File: src/rtl/code_loader_pkg.sv
// loader_pkg: shared widths and controller state encoding for code_loader.
// When CODE_LOADER_CHECKSUM_EN is defined, the checksum state ST_CHK is added.
// Exports: LEN_W, WORD_W, BYTES_PER_WORD, state_e.
package loader_pkg;

  localparam int unsigned LEN_W          = 16;
  localparam int unsigned WORD_W         = 32;
  localparam int unsigned BYTES_PER_WORD = 4;

  typedef enum logic [2:0] {
    ST_INIT,
    ST_LEN0,
    ST_LEN1,
    ST_DATA,
`ifdef CODE_LOADER_CHECKSUM_EN
    ST_CHK,
`endif
    ST_FLUSH,
    ST_DONE,
    ST_ERROR
  } state_e;

endpackage

File: src/rtl/code_loader_if.sv
// code_loader_if: groups the byte-stream handshake and the memory write port.
//   master: byte source / memory side (drives IN_DATA, IN_VALID)
//   slave : loader side (drives IN_READY, MEM_WE, MEM_ADDR, MEM_WDATA)
interface code_loader_if;
  import loader_pkg::*;

  logic [7:0]        IN_DATA;
  logic              IN_VALID;
  logic              IN_READY;
  logic              MEM_WE;
  logic [WORD_W-1:0] MEM_ADDR;
  logic [WORD_W-1:0] MEM_WDATA;

  modport master (
    output IN_DATA, IN_VALID,
    input  IN_READY, MEM_WE, MEM_ADDR, MEM_WDATA
  );

  modport slave (
    input  IN_DATA, IN_VALID,
    output IN_READY, MEM_WE, MEM_ADDR, MEM_WDATA
  );
endinterface

File: src/rtl/code_loader_byte_packer.sv
// byte_packer: assembles little-endian 32-bit words from accepted bytes.
//   clk_i, rst_i   : clock, synchronous active-high clear
//   byte_i         : incoming byte, consumed when accept_i is high
//   last_o         : the next accepted byte completes the current word
//   word_valid_o   : one-cycle registered pulse after the 4th byte
//   word_o         : last completed word {b3,b2,b1,b0}, held between pulses
module byte_packer
  import loader_pkg::*;
(
  input  logic              clk_i,
  input  logic              rst_i,
  input  logic [7:0]        byte_i,
  input  logic              accept_i,
  output logic              last_o,
  output logic              word_valid_o,
  output logic [WORD_W-1:0] word_o
);

  logic [1:0]        idx_q, idx_d;
  logic [23:0]       bytes_q, bytes_d;
  logic [WORD_W-1:0] word_q, word_d;
  logic              valid_q, valid_d;

  always_comb begin
    idx_d   = idx_q;
    bytes_d = bytes_q;
    word_d  = word_q;
    valid_d = 1'b0;
    if (accept_i) begin
      idx_d = idx_q + 2'd1;
      if (idx_q == 2'd3) begin
        word_d  = {byte_i, bytes_q};
        valid_d = 1'b1;
      end else begin
        // Shift down so b0 ends up in the least significant byte.
        bytes_d = {byte_i, bytes_q[23:8]};
      end
    end
  end

  always_ff @(posedge clk_i) begin
    if (rst_i) begin
      idx_q   <= '0;
      bytes_q <= '0;
      word_q  <= '0;
      valid_q <= 1'b0;
    end else begin
      idx_q   <= idx_d;
      bytes_q <= bytes_d;
      word_q  <= word_d;
      valid_q <= valid_d;
    end
  end

  assign last_o       = (idx_q == 2'd3);
  assign word_valid_o = valid_q;
  assign word_o       = word_q;

endmodule

File: src/rtl/code_loader.sv
// code_loader: boot-time loader. Receives LEN (2 bytes, LE) then 4*LEN bytes,
// writes packed words to OFFSET + 4*k, holds CORE_RST until the image is in.
// Optional CODE_LOADER_CHECKSUM_EN: a trailing mod-256 sum byte is verified.
//   CLK, RST  : clock, synchronous active-high reset
//   bus       : code_loader_if.slave (byte handshake + memory write port)
//   CORE_RST  : core reset, released after successful load
//   DONE      : sticky load-complete flag
//   ERROR     : sticky abort flag
module code_loader
  import loader_pkg::*;
#(
  parameter int unsigned       SIZE   = 1024,
  parameter logic [WORD_W-1:0] OFFSET = '0
) (
  input  logic        CLK,
  input  logic        RST,
  code_loader_if.slave bus,
  output logic        CORE_RST,
  output logic        DONE,
  output logic        ERROR
);

`ifdef CODE_LOADER_CHECKSUM_EN
  localparam state_e ST_AFTER_DATA = ST_CHK;
`else
  localparam state_e ST_AFTER_DATA = ST_FLUSH;
`endif

  state_e            state_q, state_d;
  logic [LEN_W-1:0]  len_q, len_d;
  logic [LEN_W-1:0]  cnt_q, cnt_d;
  logic [WORD_W-1:0] addr_q, addr_d;
  logic              done_q, err_q, core_rst_q;
  logic              ready;
  logic              accept;
  logic              word_last;
  logic              word_valid;
  logic [WORD_W-1:0] word;
  logic [LEN_W-1:0]  len_in;
`ifdef CODE_LOADER_CHECKSUM_EN
  logic [7:0]        sum_q, sum_d;
`endif

  always_comb begin
    ready = 1'b0;
    case (state_q)
      ST_LEN0, ST_LEN1, ST_DATA: ready = 1'b1;
`ifdef CODE_LOADER_CHECKSUM_EN
      ST_CHK:                    ready = 1'b1;
`endif
      default:                   ready = 1'b0;
    endcase
  end

  assign accept = bus.IN_VALID && ready;
  assign len_in = {bus.IN_DATA, len_q[7:0]};

  byte_packer u_packer (
    .clk_i        (CLK),
    .rst_i        (RST),
    .byte_i       (bus.IN_DATA),
    .accept_i     (accept && (state_q == ST_DATA)),
    .last_o       (word_last),
    .word_valid_o (word_valid),
    .word_o       (word)
  );

  always_comb begin
    state_d = state_q;
    len_d   = len_q;
    cnt_d   = cnt_q;
    addr_d  = addr_q;
`ifdef CODE_LOADER_CHECKSUM_EN
    sum_d   = sum_q;
    if (accept && (state_q != ST_CHK)) sum_d = sum_q + bus.IN_DATA;
`endif
    case (state_q)
      ST_INIT: state_d = ST_LEN0;
      ST_LEN0: if (accept) begin
        len_d[7:0] = bus.IN_DATA;
        state_d    = ST_LEN1;
      end
      ST_LEN1: if (accept) begin
        len_d = len_in;
        if (32'(len_in) > SIZE)  state_d = ST_ERROR;
        else if (len_in == '0)   state_d = ST_AFTER_DATA;
        else                     state_d = ST_DATA;
      end
      ST_DATA: if (accept && word_last) begin
        // Address is registered alongside the packer's word so both appear
        // together in the cycle after the 4th byte.
        addr_d = OFFSET + 32'({cnt_q, 2'b00});
        cnt_d  = cnt_q + 16'd1;
        if (cnt_d == len_q) state_d = ST_AFTER_DATA;
      end
`ifdef CODE_LOADER_CHECKSUM_EN
      ST_CHK: if (accept) begin
        state_d = (bus.IN_DATA == sum_q) ? ST_FLUSH : ST_ERROR;
      end
`endif
      ST_FLUSH: state_d = ST_DONE;
      default:  state_d = state_q;
    endcase
  end

  always_ff @(posedge CLK) begin
    if (RST) begin
      state_q    <= ST_INIT;
      len_q      <= '0;
      cnt_q      <= '0;
      addr_q     <= OFFSET;
      done_q     <= 1'b0;
      err_q      <= 1'b0;
      core_rst_q <= 1'b1;
`ifdef CODE_LOADER_CHECKSUM_EN
      sum_q      <= '0;
`endif
    end else begin
      state_q    <= state_d;
      len_q      <= len_d;
      cnt_q      <= cnt_d;
      addr_q     <= addr_d;
      // Status flags lag the state register by one cycle, so DONE follows
      // FLUSH by two edges and the final write always precedes core release.
      done_q     <= (state_q == ST_DONE);
      err_q      <= (state_q == ST_ERROR);
      core_rst_q <= (state_q != ST_DONE);
`ifdef CODE_LOADER_CHECKSUM_EN
      sum_q      <= sum_d;
`endif
    end
  end

  assign bus.IN_READY  = ready;
  assign bus.MEM_WE    = word_valid;
  assign bus.MEM_ADDR  = addr_q;
  assign bus.MEM_WDATA = word;
  assign CORE_RST      = core_rst_q;
  assign DONE          = done_q;
  assign ERROR         = err_q;

endmodule

File: src/flat_wrapper.sv
// flat-port wrapper written by rule: the top's interface ports become plain ports
module code_loader_flat import loader_pkg::*;
#(
  parameter int unsigned       SIZE   = 1024,
  parameter logic [WORD_W-1:0] OFFSET = '0
)
  (CLK, RST, CORE_RST, DONE, ERROR, bus_IN_DATA, bus_IN_VALID, bus_IN_READY, bus_MEM_WE, bus_MEM_ADDR, bus_MEM_WDATA);
  code_loader_if bus_i ();
  input  logic CLK;
  input  logic RST;
  output logic CORE_RST;
  output logic DONE;
  output logic ERROR;
  input wire logic [$bits(bus_i.IN_DATA)-1:0] bus_IN_DATA;
  input wire logic [$bits(bus_i.IN_VALID)-1:0] bus_IN_VALID;
  output wire logic [$bits(bus_i.IN_READY)-1:0] bus_IN_READY;
  output wire logic [$bits(bus_i.MEM_WE)-1:0] bus_MEM_WE;
  output wire logic [$bits(bus_i.MEM_ADDR)-1:0] bus_MEM_ADDR;
  output wire logic [$bits(bus_i.MEM_WDATA)-1:0] bus_MEM_WDATA;
  assign bus_i.IN_DATA = bus_IN_DATA;
  assign bus_i.IN_VALID = bus_IN_VALID;
  assign bus_IN_READY = bus_i.IN_READY;
  assign bus_MEM_WE = bus_i.MEM_WE;
  assign bus_MEM_ADDR = bus_i.MEM_ADDR;
  assign bus_MEM_WDATA = bus_i.MEM_WDATA;
  code_loader #(.SIZE(SIZE), .OFFSET(OFFSET)) u_core (.CLK(CLK), .RST(RST), .bus(bus_i), .CORE_RST(CORE_RST), .DONE(DONE), .ERROR(ERROR));
endmodule
File: config.mk
export PLATFORM = sky130hd
export DESIGN_NAME = code_loader_flat
export DESIGN_NICKNAME = d
export VERILOG_FILES = /design/src/rtl/code_loader_pkg.sv /design/src/rtl/code_loader_if.sv /design/src/rtl/code_loader_byte_packer.sv /design/src/rtl/code_loader.sv /design/src/flat_wrapper.sv
export SDC_FILE = /design/constraint.sdc
export NUM_CORES = 1
export LEC_CHECK = 0
export CAP_MARGIN = 20
export CORE_ASPECT_RATIO = 0.6
export CORE_MARGIN = 2
export CORE_UTILIZATION = 29
export CTS_BUF_LIST = sky130_fd_sc_hd__clkbuf_8 sky130_fd_sc_hd__clkbuf_16
export CTS_CLUSTER_DIAMETER = 200
export DETAILED_ROUTE_END_ITERATION = 6
export PLACE_DENSITY = 0.59
export SETUP_SLACK_MARGIN = 0.05
export SLEW_MARGIN = 10
export SYNTH_ARGS = -nofsm -noshare
export SYNTH_HDL_FRONTEND = slang
export SYNTH_SLANG_ARGS = --single-unit
File: constraint.sdc
create_clock -name CLK -period 2.7 [get_ports CLK]
set_input_delay 0.27 -clock CLK [delete_from_list [all_inputs] [get_ports CLK]]
set_output_delay 0.27 -clock CLK [all_outputs]
set_load 0.01 [all_outputs]
==> impl_metrics.tcl, run 1 <==
set metrics [dict create \
    synth_ff_type "dfxtp_1" \
    cts.path.max_buffers 2 \
    synth.avg_cell_area_um2 7.97 \
    first_global_vias 3866 \
    synthCells 605 \
    hold_class "in -> reg" \
    start_util 0.297 \
    io_pins 80 \
    skew_ns 0.00934 \
    ant_nets 0 \
    cellPowerDensity_nw_per_um2 657 \
    syn-cell-area_um2 4820 \
    firstDrtPassIters 5 \
    yosys-mux-area-fraction 0.00415 \
    fmax_ghz 0.420 \
    status "finished clean" \
    antenna_found_initial 0 \
    cts_tree "yes" \
    required_ns 3.02 \
    cts_setup_buffers 0 \
    ctsResizeCount 0 \
    path_class "reg -> reg" \
    synth.distinct_cells 49 \
    overflow 0 \
    maxCapViolCount 0 \
    critPathSlowestCell "or4_4" \
    rrSetupSlack_ns 0.32 \
    synth_compound_area_frac 0.138 \
    synthXorXnorAreaFrac 0.0672 \
    num_vias 4149 \
    cts.sinks 113 \
    layout-drive-gt1-share 0.0945 \
    path_cells "and4_4, nand4_4, a2111oi_4, o2111ai_1, or4_4, a221oi_2" \
    finalHoldViolCount 0 \
    crit_family "simple AND/OR/NAND/NOR gates" \
    crit_fanout 8 \
    synth-adder-area-share 0.00519 \
    antenna_cells 0 \
    timing.final.crit_share 0.882 \
    grt_max_degree 74 \
    avgRoutedWirePerCell_um 13.9 \
    port_buffers 63 \
    drv_slew 0 \
    async_reset_ff_frac 0 \
    cp-end-kind "flip-flop" \
    rsz0062_at_grt "false" \
    synth-edff-count 0 \
    tightest_slew_ns 0.787 \
    num_rows 36 \
    avgViaCountPerCell 4.58 \
    drcViolationCount 0 \
    nets 677 \
    slew_headroom 0.475 \
    synth_top_family_by_area "simple AND/OR/NAND/NOR gates" \
    clk_pin_slew_ns 0.06 \
    final_core_util 0.384 \
    yosysSeqAreaShare 0.469 \
    drt-total-wl_mm 12.6 \
    clock_latency_ns 0.41 \
    synth-seq-cells 113 \
    die_w_um 170 \
    root_buffer "clkbuf_16" \
    h-tree-depth 4 \
    gp_congestion 0.888 \
    yosysWarnings 0 \
    areaGrowthSynthToFinish_pct 29.4 \
    fin_crit_ns 2.38 \
    fin_tns_setup_ns 0 \
    cts_buffers 17 \
    startpoint_type "flip-flop" \
    core_region_area_um2 16300 \
    drt_iter0_drc 324 \
    dieArea_um2 17700 \
    track_usage 0.149 \
    critPathMaxStageDelay_ns 0.57 \
    crit_arrival_ns 2.70 \
    die_y_um 104 \
    p_leak_uw 0.00217 \
    ir_worst_vdd_mv 0.404 \
    finalSetupViolations 0 \
    critPathBufInv 0 \
    grt_pass1_wl_mm 20.8 \
    holdBufCountCts 0 \
    yosys.area_share.simple 0.249 \
    hpwl_mm 8.54 \
]
[power breakdown]
group | switching (uW) | total [uW] | internal, uW | leakage, uW
combinational | 110 | 172 | 62.3 | 0.000979
sequential | 14.9 | 1700 | 1680 | 0.000911
clock | 841 | 2230 | 1390 | 0.000284
[per-layer routing]
| layer | GRT usage | vias up | wire length (um) |
|---|---|---|---|
| li1 | - | 2094 | - |
| met2 | 0.187 | 92 | 4750 |
| met5 | 0 | - | 0 |
| met3 | 0.0419 | 10 | 608 |
| met4 | 0.0372 | 0 | 85 |
| met1 | 0.241 | 1953 | 7160 |
[cell usage after synthesis, drive strengths merged (4+ instances only)]
master	count	area share
and2	4	0.0054
a21oi	95	0.099
nand3	9	0.0093
dfxtp	113	0.47
xnor2	18	0.033
nand2b	4	0.0052
o21ai	5	0.0052
inv	5	0.0039
clkbuf	32	0.025
nand4	5	0.0096
buf	25	0.038
nand2	190	0.15
xor2	19	0.035
and3	5	0.0070
nor4	5	0.0065
nor2	28	0.022
[state kept, by name (all words and copies together) (netlist names)]
signal	count
u_core.u_packer.idx_q	2
u_core.CORE_RST	1
u_core.state_q	3
u_core.u_packer.word_o	32
u_core.len_q	16
u_core.u_packer.word_valid_o	1
u_core.u_packer.bytes_q	24
u_core.bus.MEM_ADDR	16
u_core.DONE	1
u_core.ERROR	1
u_core.cnt_q	16
[cells by family (layout without fill, tap and decap cells)]
| family | Yosys count | after routing |
|---|---|---|
| simple gates | 271 | 271 |
| buf+inv | 62 | 119 |
| mux | 2 | 2 |
| fa+ha+maj | 2 | 2 |
| other cells | 1 | 16 |
| compound gates | 117 | 117 |
| flops | 113 | 113 |
| xor+xnor | 37 | 37 |
[through the flow]
stage,cells,instance area [um^2],setup slack (ns),power (uW),hold WS [ns]
2_1_floorplan,620,4880,0.504,1850,0.359
3_3_place_gp,873,5650,0.169,1900,0.442
3_5_place_dp,873,5650,0.116,1900,0.445
4_1_cts,905,6240,0.350,4150,0.418
5_1_grt,905,6240,0.178,4240,0.466
6_report,905,6240,0.318,4100,0.418
[cell type report]
class | instances | area (um^2)
Clock buffer | 18 | 439
Inverter | 5 | 18.8
Multi-Input combinational cell | 445 | 2300
Fill cell | 1687 | 10000
Sequential cell | 113 | 2260
Clock inverter | 14 | 154
Timing Repair Buffer | 82 | 783
Tap cell | 228 | 285
[placed cells by master (no fill, tap or decap), types with 4 or more instances in the layout]
cell,n
a21oi_1,95
buf_4,19
clkbuf_16,17
clkdlybuf4s50_1,62
conb_1,16
dfxtp_1,113
inv_1,5
inv_6,4
nand2_1,190
nand2b_1,4
nand3_1,9
nand4_1,4
nor2_1,27
nor4_1,5
o21ai_0,5
xnor2_1,18
xor2_1,19
[worst paths after layout]
path / cells past startpoint / endpoint / from
min: 2 / u_core.u_packer.idx_q[0]$_SDFFE_PP0P_ / RST
max reg2reg: 6 / u_core.state_q[2]$_SDFFE_PP0P_ / u_core.cnt_q[2]$_SDFFE_PP0P_
min reg2reg: 2 / u_core.u_packer.word_o[7]$_SDFFE_PP0P_ / u_core.u_packer.bytes_q[7]$_SDFFE_PP0P_
max: 6 / u_core.state_q[2]$_SDFFE_PP0P_ / u_core.cnt_q[2]$_SDFFE_PP0P_
Note: power is estimated with default switching activity, not from simulation.
==> inputs of run 2 (changes only) <==
Settings changed: CORE_MARGIN 2 to 3.
==> impl_metrics.tcl, run 2 (synthesis gave the netlist of run 1 again) <==
set metrics [dict create \
    drt-total-wl_mm 12.6 \
    layout_common_cells "nand2_1, dfxtp_1, a21oi_1" \
    status "finished clean" \
    first_global_vias 3792 \
    drv_slew 0 \
    clock_latency_ns 0.40 \
    ant_nets 0 \
    drcViolationCount 0 \
    critical_path.startpoint "u_core.cnt_q[1]$_SDFFE_PP0P_" \
    areaGrowthSynthToFinish_pct 29.9 \
    path_class "reg -> reg" \
    root_buffer "clkbuf_16" \
    fmax_ghz 0.423 \
    overflow 0 \
    antenna_cells 0 \
    core_region_area_um2 15800 \
    num_vias 4075 \
    start_util 0.305 \
    slew_headroom 0.558 \
    ir_worst_vdd_mv 0.473 \
    finalSetupViolations 0 \
    die_y_um 106 \
    layout-drive-gt1-share 0.0985 \
    tightest_slew_ns 0.663 \
    startpoint_type "flip-flop" \
    fin_tns_setup_ns 0 \
    r2r_start "u_core.cnt_q[1]$_SDFFE_PP0P_" \
    cp-endpoint "u_core.state_q[2]$_SDFFE_PP0P_" \
    dp_cells 870 \
    firstDrtPassIters 4 \
    hold_class "in -> reg" \
    fin_crit_ns 2.36 \
    required_ns 3.02 \
    cts_buffers 17 \
    cp-end-kind "flip-flop" \
    rr_endpoint "u_core.state_q[2]$_SDFFE_PP0P_" \
    cts_tree "yes" \
    gp_congestion 0.872 \
    cts.path.max_buffers 2 \
    h-tree-depth 4 \
    p_leak_uw 0.00219 \
    largest_reg_flops 32 \
    ctsResizeCount 0 \
    nets 680 \
    holdBufCountCts 0 \
    track_usage 0.142 \
    hold_depth 2 \
    crit_fanout 5 \
    clk_pin_slew_ns 0.06 \
    stdcell_count 902 \
    dieArea_um2 18300 \
    finalHoldViolCount 0 \
    reg2reg_depth 7 \
    grt_pass1_wl_mm 20.4 \
    n_fill_cell 1614 \
    hpwl_mm 8.83 \
    cts.sinks 113 \
    cts_setup_buffers 0 \
    skew_ns 0.00729 \
    rsz0062_at_grt "false" \
    avgViaCountPerCell 4.52 \
    avgRoutedWirePerCell_um 14.0 \
    io_pins 80 \
    num_rows 35 \
    cellPowerDensity_nw_per_um2 661 \
    maxCapViolCount 0 \
    final_core_util 0.396 \
    port_buffers 63 \
    drt_iter0_drc 294 \
    die_w_um 172 \
    layout_commonest_cell "nand2_1" \
    timing.final.crit_share 0.875 \
    antenna_found_initial 0 \
    rrSetupSlack_ns 0.34 \
    grt_max_degree 63 \
    crit_arrival_ns 2.68 \
]
run 2: changes by cell type in the layout (fill, tap and decap cells not counted):
| cell | before | now |
|---|---|---|
| inv_6 | 4 | 2 |
| clkbuf_8 | 1 | 0 |
| clkinv_2 | 2 | 1 |
| buf_4 | 19 | 22 |
| inv_8 | 0 | 4 |
run 2: through the flow:
stage	total power, uW	hold WS [ns]	area (um^2)	setup WS (ns)
2_1_floorplan	1850	0.359	4880	0.504
3_3_place_gp	1900	0.446	5660	0.175
3_5_place_dp	1900	0.447	5660	0.0973
4_1_cts	4170	0.378	6270	0.334
5_1_grt	4260	0.409	6270	0.118
6_report	4140	0.393	6270	0.337
run 2: layout make-up:
class | count | area [um^2] | share of cell area
Clock buffer | 17 | 425 | 0.0679
Sequential cell | 113 | 2260 | 0.361
Inverter | 5 | 18.8 | 0.00300
Multi-Input combinational cell | 445 | 2300 | 0.367
Tap cell | 222 | 278 | 0.0443
Timing Repair Buffer | 85 | 806 | 0.129
Clock inverter | 15 | 176 | 0.0282
run 2: report_power, final:
part           internal (uW)  total (uW)  switching (uW)
combinational           62.4         171             109
sequential              1680        1700            15.6
clock                   1390        2270             884
run 2: worst min-delay path by stage:
stage	from	to	slack, ns
finish	RST	u_core.u_packer.word_o[24]$_SDFFE_PP0P_	0.39
global route	RST	u_core.cnt_q[9]$_SDFFE_PP0P_	0.41
CTS	RST	u_core.cnt_q[12]$_SDFFE_PP0P_	0.38
detailed placement	u_core.u_packer.bytes_q[0]$_SDFFE_PP0P_	u_core.u_packer.bytes_q[0]$_SDFFE_PP0P_	0.45
global placement	u_core.bus.MEM_ADDR[8]$_SDFFE_PP0P_	u_core.bus.MEM_ADDR[8]$_SDFFE_PP0P_	0.45
floorplan	RST	u_core.DONE$_SDFF_PP0_	0.36
run 2: worst max-delay path, cell delays in order, from the launching register on:
cell       delay (ns)
dfxtp_1          0.40
ha_1             0.27
and3_2           0.23
nand3_1          0.16
a211oi_1         0.27
o2111ai_1        0.15
or4_4            0.56
a221oi_2         0.24
run 2: metal layers:
metal | track usage | vias up | share of wire
met5 | 0 | - | 0
met4 | 0.0370 | 0 | 0.0048
met3 | 0.0409 | 5 | 0.056
met2 | 0.174 | 102 | 0.37
met1 | 0.232 | 1856 | 0.57
li1 | - | 2112 | -
==> inputs of run 3 (changes only) <==
Settings changed: ABC_AREA set to 1, CORE_MARGIN 3 to 8.
==> impl_metrics.tcl, run 3 <==
set metrics [dict create \
    status "finished clean" \
    reg2reg_depth 14 \
    first_global_vias 4084 \
    gp_congestion 0.835 \
    cts.sinks 113 \
    antenna_found_initial 0 \
    rrSetupSlack_ns 0.54 \
    min_to "u_core.len_q[15]$_SDFFE_PP0P_" \
    critPathMaxStageDelay_ns 0.42 \
    cp-end-kind "flip-flop" \
    drcViolationCount 0 \
    track_usage 0.126 \
    fmax_ghz 0.463 \
    h-tree-depth 4 \
    drt_iter0_drc 341 \
    yosysSeqAreaShare 0.454 \
    maxCapViolCount 0 \
    ir_worst_vdd_mv 0.363 \
    p_sw_uw 1370 \
    total_power_uw 4880 \
    dieArea_um2 21800 \
    rr_endpoint "u_core.state_q[2]$_SDFFE_PP0P_" \
    die_w_um 185 \
    final_core_util 0.379 \
    antenna_cells 0 \
    cts_tree "yes" \
    cts_buffers 17 \
    synth_ff_type "dfxtp_1" \
    layout_commonest_cell "nor2_1" \
    clk_pin_slew_ns 0.06 \
    core_region_area_um2 17000 \
    path_class "reg -> reg" \
    timing.final.crit_share 0.800 \
    slew_headroom 0.598 \
    startpoint_type "flip-flop" \
    grt_max_degree 48 \
    n_fill_cell 1769 \
    clock_power_share 0.485 \
    finalSetupViolations 0 \
    layout_common_cells "nor2_1, dfxtp_1, o21ai_0" \
    min_from "u_core.len_q[15]$_SDFFE_PP0P_" \
    r2r_start "u_core.cnt_q[0]$_SDFFE_PP0P_" \
    ctsResizeCount 0 \
    p_leak_uw 0.00268 \
    critPathSlowestCell "dfxtp_1" \
    hpwl_mm 10.1 \
    tightest_slew_ns 0.603 \
    synth-seq-cells 113 \
    power_frac_seq 0.387 \
    fin_hold_ws_ns 0.472 \
    layout-drive-gt1-share 0.101 \
    skew_ns 0.00872 \
    cts.path.max_buffers 2 \
    required_ns 3.01 \
    synth_top_area_frac 0.454 \
    port_buffers 63 \
    holdBufCountCts 0 \
    die_y_um 118 \
    crit_fanout 11 \
    avgViaCountPerCell 4.55 \
    synth.avg_cell_area_um2 7.26 \
    switching_share 0.282 \
    yosysWarnings 0 \
    areaGrowthSynthToFinish_pct 29.3 \
    overflow 0 \
    path_cells "ha_1, nand2_1, nor2_4, nand3_1, nand3_1, nand2_1, nor2_1, nand2_1, nor2_1, nand3_2, nand2_2, nand3_1, nand2_1, nor2_1" \
    dp_cells 965 \
    clock_latency_ns 0.42 \
    synth_area_leaders "dfxtp_1, o21ai_0, nor2_1" \
    stdcell_count 997 \
    crit_arrival_ns 2.47 \
    p_int_uw 3500 \
    fin_tns_setup_ns 0 \
    start_util 0.293 \
    drt-total-wl_mm 13.7 \
    num_rows 37 \
    grt_pass1_wl_mm 21.8 \
    synth-edff-count 0 \
    fin_crit_ns 2.16 \
    yosysTopAreaCell "dfxtp_1" \
    nets 763 \
    syn-cell-area_um2 4980 \
    largest_reg_flops 32 \
    firstDrtPassIters 5 \
    async_reset_ff_frac 0 \
    p_comb_frac 0.128 \
    rsz0062_at_grt "false" \
    synth.distinct_cells 34 \
    synth.cells.most_frequent "nor2_1, dfxtp_1, o21ai_0" \
    num_vias 4537 \
    hold_class "reg -> reg" \
    finalHoldViolCount 0 \
    io_pins 80 \
    root_buffer "clkbuf_16" \
    cp_common_cell "nand2_1" \
    synthCells 687 \
    cellPowerDensity_nw_per_um2 757 \
    cts_setup_buffers 0 \
    ant_nets 0 \
    avgRoutedWirePerCell_um 13.7 \
    yosys.cell_count.top_type "nor2_1" \
    drv_slew 0 \
    hold_depth 2 \
]
==> run 3: changes by cell type after synthesis, sizes merged, moves of 5 or more <==
cell,change
inv,+56
o21ai,+97
a21oi,-49
xor2,-19
nand2,-99
xnor2,-18
clkbuf,-12
nor2,+118
nand3,+37
and3,-5
o211ai,+8
nand4,+6
==> run 3: worst max-delay path by stage <==
stage | start | endpoint | slack, ns | cells past startpoint
3_3_place_gp | bus_IN_VALID | u_core.u_packer.bytes_q[0]$_SDFFE_PP0P_ | 0.54 | 9
4_1_cts | u_core.cnt_q[0]$_SDFFE_PP0P_ | u_core.state_q[2]$_SDFFE_PP0P_ | 0.57 | 14
2_1_floorplan | u_core.cnt_q[0]$_SDFFE_PP0P_ | u_core.state_q[2]$_SDFFE_PP0P_ | 0.94 | 15
3_5_place_dp | bus_IN_VALID | u_core.cnt_q[0]$_SDFFE_PP0P_ | 0.55 | 8
6_report | u_core.cnt_q[0]$_SDFFE_PP0P_ | u_core.state_q[2]$_SDFFE_PP0P_ | 0.54 | 14
5_1_grt | u_core.cnt_q[0]$_SDFFE_PP0P_ | u_core.state_q[2]$_SDFFE_PP0P_ | 0.38 | 14
==> run 3: through the flow <==
step,setup slack (ns),area (um^2)
floorplan,0.942,5040
global placement,0.544,5820
detailed placement,0.552,5820
CTS,0.567,6450
global route,0.375,6450
finish,0.541,6450
==> run 3: worst max-delay path, delay by kind of cell, from the launching register on <==
kind          cells  cell delay (ns)
simple gates     13             1.41
flops             1             0.42
fa+ha+maj         1             0.23
==> run 3: routing by layer <==
| metal | track usage | wire length [um] | up-vias |
|---|---|---|---|
| li1 | - | - | 2356 |
| met1 | 0.196 | 7640 | 2040 |
| met2 | 0.154 | 4870 | 127 |
| met3 | 0.0388 | 1070 | 14 |
| met4 | 0.0433 | 120 | 0 |
| met5 | 0 | 0 | - |
==> run 3: power groups by stage <==
stage / sequential [uW] / combinational, uW / clock [uW]
global route: 1900 / 705 / 2490
global placement: 1920 / 614 / 0
CTS: 1880 / 619 / 2410
finish: 1890 / 626 / 2370
detailed placement: 1920 / 615 / 0
floorplan: 1890 / 451 / 0
==> run 3: area by class of cell <==
| class | instances | area, um^2 | area share |
|---|---|---|---|
| Inverter | 62 | 233 | 0.0361 |
| Timing Repair Buffer | 76 | 753 | 0.117 |
| Tap cell | 234 | 293 | 0.0454 |
| Multi-Input combinational cell | 480 | 2280 | 0.354 |
| Sequential cell | 113 | 2260 | 0.351 |
| Clock buffer | 17 | 425 | 0.0660 |
| Clock inverter | 15 | 200 | 0.0310 |
==> run 3: kinds of logic (layout without fill, tap and decap cells) <==
| family | count (synthesis) | count (layout) | share of synthesized area |
|---|---|---|---|
| AND/OR/NAND/NOR | 299 | 299 | 0.268 |
| AO/OA/AOI/OAI | 163 | 163 | 0.172 |
| flip-flops | 113 | 113 | 0.454 |
| buffers and inverters | 109 | 170 | 0.0999 |
| adder cells (fa/ha/maj) | 2 | 2 | 0.00502 |
| other | 1 | 16 | 0.000752 |
==> RTL edit, RTL diff (flow settings as in run 3) <==
Add a define of `CODE_LOADER_CHECKSUM_EN`.
--- a/src/rtl/code_loader_pkg.sv
+++ b/src/rtl/code_loader_pkg.sv
@@ -1,6 +1,8 @@
 // loader_pkg: shared widths and controller state encoding for code_loader.
 // When CODE_LOADER_CHECKSUM_EN is defined, the checksum state ST_CHK is added.
 // Exports: LEN_W, WORD_W, BYTES_PER_WORD, state_e.
+`define CODE_LOADER_CHECKSUM_EN
+
 package loader_pkg;
 
   localparam int unsigned LEN_W          = 16;
Function: changed (a bounded check fails within 4 cycles, from zero or initial values and one cycle with RST high).
==> RTL edit against run 3 <==
Design area grew 8.4%; critical endpoint is now u_core.state_q[0]; fmax shrank 6.7%; power grew 13%; largest cell class unchanged; cell count grew 7.8%; setup slack lost 150 ps; sequential cell count grew 8; routed wire length grew 12%; synthesized area grew 9.6%; critical path type unchanged; critical path depth is the same.
==> RTL edit: results (changes against run 3) <==
----------------------------------------------------
[Outcome]
  Result of the run ... completed (unchanged)

[Pwr]
  Worst IR Drop VDD ... 0.3619 mV (was 0.3628 mV)
  P_leak ... 0.003104 uW (was 0.002681 uW)

[Logic synthesis]
  Mux contribution to synthesized area ... 0% (unchanged)
  Complex-gate fraction of the synthesized area ... 17.79% (was 17.22%)
  Count of distinct cell types in the synthesized netlist ... 35 (was 34)
  Post-synthesis xor/xnor area fraction ... 1.374% (was 0%)
  Portion of the post-synthesis area used by sequential elements ... 44.32% (was 45.38%)
  Most instantiated cells after synthesis ... 147 x nor2_1, 121 x dfxtp_1, 110 x o21ai_0 (was 135 x nor2_1, 113 x dfxtp_1, 102 x o21ai_0)
  Adder-cell share of the synthesized area ... 2.885% (was 0.5020%)
  Cell types with the largest area share after synthesis ... dfxtp_1 44%, nor2_1 10%, o21ai_0 10% (was dfxtp_1 45%, o21ai_0 10%, nor2_1 10%)

[Global routing]
  Global-route usage over all layers ... 13.03% (was 12.61%)
  First-pass GRT wire length ... 24.95 mm (was 21.76 mm)
  Maximum number of pins on one net before global-route repair ... 87 (was 48)
  Vias in the first global route ... 4632 (was 4084)

[Detailed routing]
  Ratio of routed vias to standard cells ... 4.558 (was 4.551)
  Starting DRC count in detailed routing ... 334 (was 341)
  Drt total wl ... 15.29 mm (was 13.71 mm)
  First-pass iteration count of the detailed router ... 7 (was 5)

[Placement]
  Gpl congestion ... 0.8508 (was 0.8353)
  HPWL reported at the end of detailed placement ... 10.69 mm (was 10.11 mm)

[Worst setup path]
  Capturing instance or port of the critical path ... u_core.state_q[0] (was u_core.state_q[2])
  Maximum fanout along the worst path ... 6 (was 11)
  Data arrival time of the critical path ... 2620 ps (was 2470 ps)
  CP peak stage delay ... 420 ps (about the same)
  Depth of the worst register-to-register path ... 14 (unchanged)
  Setup slack of the most critical reg-to-reg path ... 390 ps (was 540 ps)

[Clocking]
  Clock insertion delay at the later pin of the skew report ... 420 ps (about the same)
  Root cell of the clock tree ... clkbuf_16 (unchanged)

[Timing]
  Final clock skew ... 11.84 ps (was 8.718 ps)
  Worst slew margin relative to its limit ... 53.56% (was 59.77%)

[Layout]
  Fraction of layout instances using a drive strength above 1 ... 7.961% (was 10.09%)
  Nets ... 839 (was 763)

----------------------------------------------------
-- RTL edit: cell types whose count changed in the layout (fill, tap and decap cells not counted), sizes merged, moves of 3 or more --
cell    change
nor2       +10
dfxtp       +8
nand3       -6
o21bai      +3
o21ai      +12
clkbuf      +3
nand2       +6
inv         +5
xor2        +5
ha          +9
a21oi       +9
-- RTL edit: worst min path at each step --
stage	startpoint	endpoint	slack, ps	depth (start not counted)
after floorplan	bus_IN_DATA[4]	u_core.len_q[12]	400	2
after global placement	u_core.len_q[15]	u_core.len_q[15]	460	2
after detailed placement	u_core.sum_q[4]	u_core.sum_q[4]	460	2
after CTS	u_core.len_q[15]	u_core.len_q[15]	470	2
after global routing	u_core.len_q[14]	u_core.len_q[14]	500	2
final	u_core.len_q[15]	u_core.len_q[15]	470	2
-- RTL edit: worst min-delay path: stages, from the launching register on --
cell and delay [ps]:
dfxtp_1 300, inv_1 60, a21oi_1 60
-- RTL edit: power breakdown --
part | internal, uW | leakage [uW] | switching [uW] | total (uW)
Clock | 1710 | 0.000323 | 839 | 2550
Sequential | 1950 | 0.000978 | 107 | 2060
Combinational | 336 | 0.00180 | 571 | 907
Total | 3990 | 0.00310 | 1520 | 5510
-- RTL edit: logic make-up after synthesis --
kind of cell               count (synthesis)
and+or+nand+nor                          308
DFF                                      121
adders and majority gates                 12
buffers and inverters                    120
AOI/OAI and AO/OA                        185
other                                      1
xor gates and xnor gates                   7
-- RTL edit: metal layers --
metal	track usage [%]	routed length [um]
met3	3.532	696
met1	19.98	8748
met2	17.20	5718
met5	0	0
met4	3.447	122
-- RTL edit: layout make-up --
| type | count | area, sq um |
|---|---|---|
| tap | 246 | 307.8 |
| fill | 1973 | 11750 |
| clock buffer | 20 | 466.7 |
| multi-input combinational | 528 | 2575 |
| inverter | 73 | 274.0 |
| sequential | 121 | 2422 |
| timing repair buffer | 75 | 745.7 |
| clock inverter | 12 | 196.4 |
-- RTL edit: stage by stage --
step                      std cells  total power, uW  hold WS, ps  instance area (sq um)  setup WS (ps)
final                          1075             5509        472.4                   6988          386.2
after global routing           1075             5775        496.6                   6988          163.1
after CTS                      1075             5537        472.5                   6988          418.2
after detailed placement       1043             2974        463.0                   6325          313.5
after global placement         1043             2974        463.1                   6325          353.9
after floorplan                 769             2746        404.9                   5522          929.8
